$ cat src/rtl/nibble_serial_add_ctrl.sv
// nibble_serial_add_ctrl: 16-bit add/subtract computed one nibble per clock through a single 4-bit adder slice.
module nibble_serial_add_ctrl (
    input  logic        clk,
    input  logic        rst,
    input  logic        start,
    input  logic        op_sub,
    input  logic [15:0] a,
    input  logic [15:0] b,
    output logic        busy,
    output logic        done,
    output logic [15:0] result,
    output logic        c_out,
    output logic        ovf
);
    typedef enum logic [1:0] {IDLE, RUN, DONE} state_t;
    state_t state, state_n;
    logic [1:0] idx;
    logic carry;
    logic [15:0] acc, op_a, op_b;
    logic [3:0] a_n, b_n, s_sum;
    logic s_co;
    logic accept;
    assign accept = (state != RUN) && start;
    assign a_n = op_a[{idx, 2'b00} +: 4];
    assign b_n = op_b[{idx, 2'b00} +: 4];
    assign {s_co, s_sum} = {1'b0, a_n} + {1'b0, b_n} + {4'b0000, carry};
    assign busy = state == RUN;
    assign done = state == DONE;
    always_comb begin
        state_n = state;
        if (accept) state_n = RUN;
        else if (state == DONE) state_n = IDLE;
        else if (state == RUN && idx == 2'd3) state_n = DONE;
    end
    always_ff @(posedge clk or posedge rst) begin
        if (rst) begin
            state  <= IDLE;
            idx    <= 2'd0;
            carry  <= 1'b0;
            acc    <= 16'h0000;
            op_a   <= 16'h0000;
            op_b   <= 16'h0000;
            result <= 16'h0000;
            c_out  <= 1'b0;
            ovf    <= 1'b0;
        end else begin
            state <= state_n;
            if (accept) begin
                op_a  <= a;
                op_b  <= op_sub ? ~b : b;
                carry <= op_sub;
                idx   <= 2'd0;
            end else if (state == RUN) begin
                acc[{idx, 2'b00} +: 4] <= s_sum;
                carry <= s_co;
                idx   <= idx + 2'd1;
                if (idx == 2'd3) begin
                    result <= {s_sum, acc[11:0]};
                    c_out  <= s_co;
                    ovf    <= (op_a[15] == op_b[15]) && (s_sum[3] != op_a[15]);
                end
            end
        end
    end
endmodule

$ cat config.mk
export PLATFORM = sky130hd
export DESIGN_NAME = nibble_serial_add_ctrl
export DESIGN_NICKNAME = d
export VERILOG_FILES = /design/src/rtl/nibble_serial_add_ctrl.sv
export SDC_FILE = /design/constraint.sdc
export NUM_CORES = 1
export LEC_CHECK = 0
export BUFFER_PORTS_ARGS = -buffer_cell sky130_fd_sc_hd__buf_4
export CORE_ASPECT_RATIO = 0.5
export CORE_MARGIN = 3
export CORE_UTILIZATION = 60
export CTS_BUF_LIST = sky130_fd_sc_hd__clkbuf_8
export DETAILED_ROUTE_END_ITERATION = 16
export HOLD_SLACK_MARGIN = 0.1
export PLACE_DENSITY = 0.93
export SLEW_MARGIN = 25
export SYNTH_ARGS = -nofsm -noshare
export SYNTH_HDL_FRONTEND = slang
export SYNTH_SLANG_ARGS = --single-unit
$ cat constraint.sdc
create_clock -name clk -period 4.25 [get_ports clk]
set_input_delay 0.2125 -clock clk [delete_from_list [all_inputs] [get_ports clk]]
set_output_delay 0.2125 -clock clk [all_outputs]
set_load 0.02 [all_outputs]
==> metrics.yaml, run 1 <==
run_status:
  status: "finished clean"
global_route:
  grtUsageTotal: 0.273
  grt_first_pass_wirelength_um: 12200
  gr-total-overflow: 0
  grt_max_degree: 68
  grt_pass1_vias: 2334
  antenna_found_initial: 0
floorplanning:
  fp-row-count: 17
  start_util: 0.668
  die_h_um: 57.3
  boundaryPins: 56
  coreArea_um2: 4720
  die_area_um2: 6220
  chipWidth_um: 109
clock_tree:
  clk_path_buf_depth: 2
  postCtsHoldBufs: 17
  cts_root_buf: "clkbuf_8"
  cts-resized-gates: 0
  cts_setup_buffers: 0
  cts.sinks: 67
  clkTransAtPathRegs_ns: 0.07
  h-tree-depth: 3
  worstSkewPairLatency_ns: 0.35
  cts_made_buffers: 9
  cts_tree: "done"
finish:
  n_antenna_cell: 0
  instances_no_fill: 395
  num-nets-final: 370
  drive_above_1_share: 0.356
  area_growth_pct: 24.8
  nFillCells: 249
  final_core_util: 0.834
  seq_area_um2: 1680
  multiInputGateArea_um2: 1340
  post-route-cell-area_um2: 3940
pwr:
  powerDensity_nw_per_um2: 854
  p_clk_frac: 0.158
  switchingPower_mw: 1.43
  p_leak_nw: 1.89
  power.total_mw: 3.36
  seqPwrFrac: 0.346
  ir_drop_uv: 409
  netSwitchingFraction: 0.426
  power_frac_comb: 0.496
  p_int_mw: 1.93
worst_setup_path:
  r2r_start: "idx[0]"
  critPathLaunchType: "flip-flop"
  max_stage_delay_ns: 0.79
  worst_setup_path_end_kind: "flip-flop"
  worstSetupPathType: "flip-flop to flip-flop"
  crit_chain: "mux4_2, fa_1, inv_1, fa_1, xor2_1, inv_1, a22o_1"
  startpoint: "idx[0]"
  crit_fanout: 13
  crit_arrival_ns: 3.24
  required_ns: 4.49
  cp_slowest_cell: "dfrtp_1"
synthesis:
  synth.cell_area_um2: 3160
  synth_fp_nets: 298
  ys_ff_latch: 67
  synth-edff-count: 0
  async_flop_share: 1.00
  syn_avg_cell_area_um2: 12.5
  synth_cell_type_count: 36
  synth_warnings: 0
  netlist_instances: 252
  synthFlopType: "dfrtp_1"
  yosysSeqAreaShare: 0.531
sta:
  finalWorstSetupSlack_ns: 1.25
  drv_slew: 0
  fmax_mhz: 333
  finalSetupViolations: 0
  period_share: 0.706
  relSlewSlack: 0.455
  whs_ns: 0.0955
  tightest_slew_ns: 0.817
  rsz0062_at_grt: "false"
  setup_tns_ns: 0
  finalHoldViolations: 0
  fin_crit_ns: 3.00
  worst_clock_skew_ns: 0.0113
route:
  avgRoutedWirePerCell_um: 19.6
  routed_wl_um: 7730
  first_iter_violations: 167
  drt_pass1_iterations: 6
  vias_per_cell: 5.82
  drc: 0
  ant_nets: 0
  via_count: 2297
placement:
  preCtsSetupSlack_ns: 1.45
  hpwl_um: 4510
  place_congestion: 0.800
  dpl_cell_area_um2: 3570
  dp.cells: 362
  portBuffers: 55
flow_run:
  drv_cap: 0
hold_path:
  hold_class: "primary input to async pin"
## kinds of logic (layout without fill, tap and decap cells)
family                     Yosys count  after routing  share of synthesized area
DFF                                 67             67                      0.531
and+or+nand+nor                     50             50                     0.0801
AOI/OAI and AO/OA                   45             45                     0.0904
muxes                               36             36                      0.157
buffers and inverters               25            102                     0.0440
xor gates and xnor gates            19             19                     0.0527
adders and majority gates           10             10                     0.0444
## critical path: cells and delay by family, from the launching register on
kind                     cells  cell delay, ns
flip-flops                   1            0.79
adder cells (fa/ha/maj)      2            0.70
AO/OA/AOI/OAI                1            0.21
buffers and inverters        2            0.19
multiplexers                 1            0.62
XOR/XNOR                     1            0.38
## power groups by stage
stage / Combinational [mW] / Sequential (mW) / Clock (mW)
floorplan: 1.13 / 1.13 / 0
global placement: 1.46 / 1.12 / 0
detailed placement: 1.56 / 1.15 / 0
CTS: 1.60 / 1.14 / 0.528
global route: 1.78 / 1.19 / 0.570
finish: 1.67 / 1.16 / 0.531
## flip-flops by register name, summed over array words and instances, names as in the netlist
signal / flops
op_a: 16
op_b: 16
result: 16
acc: 12
idx: 2
state: 2
c_out: 1
carry: 1
ovf: 1
## layout make-up
| type | instances | area share |
|---|---|---|
| Clock buffer | 10 | 0.0349 |
| Clock inverter | 6 | 0.0143 |
| Inverter | 12 | 0.0121 |
| Multi-Input combinational cell | 160 | 0.340 |
| Sequential cell | 67 | 0.426 |
| Tap cell | 66 | 0.0210 |
| Timing Repair Buffer | 74 | 0.152 |
## synth_stat cells (2+ instances only)
cell type  instances  area, um2
a21oi_1            2       10.0
buf_4              4       30.0
nand3_1            3       15.0
inv_1             11       41.3
nand2_1           33        124
nor2_1             2       7.51
buf_6              3       33.8
o21ai_0           25        125
dfrtp_1           67       1680
o31ai_1            3       22.5
a21o_1             2       15.0
clkbuf_1           2       7.51
fa_1               2       40.0
xnor2_1           17        149
ha_1               8        100
nand2_2            2       12.5
or3_1              2       12.5
a22o_1             7       61.3
xor2_1             2       17.5
mux4_2             8        180
mux2_2            28        315
buf_2              4       20.0
nor2b_1            2       12.5
## layer usage
metal / share of wire / vias up / wire [um] / GRT usage
met3: 0.074 / 24 / 575 / 0.107
met4: 0.026 / 0 / 204 / 0.101
met2: 0.52 / 122 / 4020 / 0.457
met5: 0 / - / 0 / 0
met1: 0.38 / 1135 / 2930 / 0.323
li1: - / 1016 / - / -
## final timing paths
kind,to,depth (start not counted),slack (ns)
worst min-delay path,result[5],3,0.1
worst min register to register,op_b[13],2,0.49
max in group asynchronous,op_b[5],3,3.61
min in group clk,op_b[12],3,0.14
worst max-delay path,acc[6],7,1.25
worst max register to register,acc[6],7,1.25
## layout by cell type (no fill, tap or decap), types with 2 or more instances in the layout
cell type,n
a21o_1,2
nor2b_1,2
nand2_2,2
nand3_1,3
clkbuf_8,10
nand2_1,33
a21oi_1,2
dfrtp_1,67
dlygate4sd3_1,17
xor2_1,2
fa_1,2
or3_1,2
inv_1,11
o31ai_1,3
clkinv_2,3
buf_4,57
mux2_2,28
ha_1,8
nor2_1,2
mux4_2,8
xnor2_1,17
a22o_1,7
o21ai_0,25
No activity file was read; power rests on OpenSTA's default activity.
==> run 2, diff against run 1 <==
--- a/config.mk
+++ b/config.mk
@@ -8,11 +8,11 @@
 export BUFFER_PORTS_ARGS = -buffer_cell sky130_fd_sc_hd__buf_4
 export CORE_ASPECT_RATIO = 0.5
 export CORE_MARGIN = 3
-export CORE_UTILIZATION = 60
+export CORE_UTILIZATION = 52
 export CTS_BUF_LIST = sky130_fd_sc_hd__clkbuf_8
 export DETAILED_ROUTE_END_ITERATION = 16
 export HOLD_SLACK_MARGIN = 0.1
-export PLACE_DENSITY = 0.93
+export PLACE_DENSITY = 0.86
 export SLEW_MARGIN = 25
 export SYNTH_ARGS = -nofsm -noshare
 export SYNTH_HDL_FRONTEND = slang
==> constraint.sdc (replaced) <==
create_clock -name clk -period 2.7 [get_ports clk]
set_input_delay 0.135 -clock clk [delete_from_list [all_inputs] [get_ports clk]]
set_output_delay 0.135 -clock clk [all_outputs]
set_load 0.02 [all_outputs]
==> metrics.yaml, run 2 (synthesis results as in run 1) <==
finish:
  final_cell_mix: "dfrtp_1, buf_4, nand2_1, dlygate4sd3_1, mux2_2"
  layout_commonest_cell: "dfrtp_1"
  multiInputGateArea_um2: 1340  # unchanged
  instances_no_fill: 423  # +7.1%
  drive_above_1_share: 0.354  # -0.00134
  area_growth_pct: 32.1
  reg_top3: "op_a: 16 flops, op_b: 16 flops, result: 16 flops"
  seq_area_um2: 1680  # about the same
  n_antenna_cell: 0  # unchanged
  nFillCells: 363  # +46%
  post-route-cell-area_um2: 4170  # +5.8%
  num-nets-final: 391  # +5.7%
pwr:
  powerDensity_nw_per_um2: 1300  # +53%
  netSwitchingFraction: 0.409  # -0.0165
  p_leak_nw: 1.99  # +5.3%
  power_frac_comb: 0.501  # +0.005
  switchingPower_mw: 2.23  # +56%
  seqPwrFrac: 0.329  # -0.017
  p_int_mw: 3.21  # +66%
  ir_drop_uv: 610  # +49%
  p_clk_frac: 0.170  # +0.012
worst_setup_path:
  cp_top_family: "flip-flops"
  cp_slowest_cell: "dfrtp_1"
  crit_chain: "mux4_2, fa_1, inv_1, fa_1, inv_1, a21o_1, a21oi_1, o21ai_0"
  crit_fanout: 11  # -2
  critPathLaunchType: "flip-flop"
  max_stage_delay_ns: 0.67  # -0.12 ns
  worstSetupPathType: "flip-flop to flip-flop"
  crit_arrival_ns: 2.73  # -0.51 ns
  required_ns: 2.92  # -1.57 ns
  worst_setup_path_end_kind: "flip-flop"
  crit_buf_inv: 2  # unchanged
global_route:
  grt_first_pass_wirelength_um: 12000  # -2.3%
  grtUsageTotal: 0.228  # -0.0444
  antenna_found_initial: 0  # unchanged
  gr-total-overflow: 0  # unchanged
  grt_pass1_vias: 2392  # +2.5%
  grt_max_degree: 27  # -60%
sta:
  drv_slew: 0  # unchanged
  tightest_slew_ns: 0.747  # -0.0701 ns
  fin_crit_ns: 2.51  # -0.488 ns
  setup_tns_ns: 0  # unchanged
  finalWorstSetupSlack_ns: 0.189  # -1.06 ns
  whs_ns: 0.115  # +0.0192 ns
  finalSetupViolations: 0  # unchanged
  rsz0062_at_grt: "false"
  relSlewSlack: 0.501  # +0.0455
  period_share: 0.930  # +0.224
  worst_clock_skew_ns: 0.00843  # -0.00285 ns
  fmax_mhz: 398  # +19%
  finalHoldViolations: 0  # unchanged
floorplanning:
  start_util: 0.555  # -0.113
  coreArea_um2: 5680  # +20%
  die_h_um: 61.1  # +6.6%
  boundaryPins: 56  # unchanged
  chipWidth_um: 116  # +7.0%
  die_area_um2: 7100  # +14%
  fp-row-count: 19  # +2
clock_tree:
  cts_setup_buffers: 0  # unchanged
  cts_root_buf: "clkbuf_8"
  cts.sinks: 67  # unchanged
  cts_tree: "done"
  clkTransAtPathRegs_ns: 0.08  # about the same
  h-tree-depth: 3  # unchanged
  clk_path_buf_depth: 2  # unchanged
  worstSkewPairLatency_ns: 0.35  # about the same
  cts_made_buffers: 9  # unchanged
placement:
  dp.cells: 374  # +3.3%
  hpwl_um: 4600  # +2.0%
  portBuffers: 55  # unchanged
  place_congestion: 0.899  # +12%
  preCtsSetupSlack_ns: 0.240  # -1.21 ns
  dpl_cell_area_um2: 3620  # +1.3%
route:
  first_iter_violations: 163  # -2.4%
  drc: 0  # unchanged
  drt_pass1_iterations: 4  # -2
  avgRoutedWirePerCell_um: 17.6  # -10%
  ant_nets: 0  # unchanged
  routed_wl_um: 7440  # -3.7%
  via_count: 2283  # -0.61%
  vias_per_cell: 5.40  # -7.2%
hold_path:
  hold_class: "primary input to flip-flop"
flow_run:
  drv_cap: 0  # unchanged
run_status:
  status: "finished clean"
==> run 2: path summary, 6_finish.rpt <==
check | startpoint | endpoint | slack, ns | depth (start not counted)
max in group asynchronous | rst | idx[0] | 1.57 | 4
setup / recovery | idx[1] | c_out | 0.19 | 8
hold / removal | b[8] | op_b[8] | 0.11 | 3
hold reg to reg | op_b[14] | op_b[14] | 0.48 | 2
setup reg to reg | idx[1] | c_out | 0.19 | 8
min in group asynchronous | rst | acc[2] | 0.38 | 3
==> run 2: per-layer routing <==
metal	wire (um)	share of wire	vias to the layer above	global-route usage
met5	0	0	-	0
met4	169	0.023	0	0.0909
met3	389	0.052	21	0.0540
met2	3880	0.52	77	0.407
met1	3010	0.40	1129	0.278
li1	-	-	1056	-
==> run 2: worst reg2reg max path, cell delays in order, from the launching register on <==
cell and delay [ns]:
dfrtp_1 0.67, mux4_2 0.42, fa_1 0.43, inv_1 0.09, fa_1 0.21, inv_1 0.06
a21o_1 0.18, a21oi_1 0.21, o21ai_0 0.11
==> run 2: through the flow <==
step	utilization	total power, mW
2_1_floorplan	-	3.56
3_3_place_gp	0.637	4.22
3_5_place_dp	0.637	4.37
4_1_cts	0.734	5.32
5_1_grt	0.734	5.77
6_report	0.734	5.44
==> run 2: final cells by class <==
cell class,instances,share of cell area
sequential,67,0.402
multi-input combinational,160,0.321
timing repair buffer,95,0.191
clock buffer,9,0.0297
clock inverter,7,0.0222
tap,73,0.0219
inverter,12,0.0114
==> run 2: repair_timing <==
item,in CTS,in global routing
hold buffers,33,0
gates resized for setup,0,1
setup endpoints to repair,0,1
endpoints found under the hold margin,56,0
==> run 2: power by group through the flow <==
stage	clock network [mW]	logic, mW	registers, mW
after floorplan	0	1.78	1.78
after detailed placement	0	2.58	1.79
after global placement	0	2.46	1.76
after CTS	0.924	2.63	1.77
after global routing	0.973	2.96	1.83
final	0.924	2.72	1.79
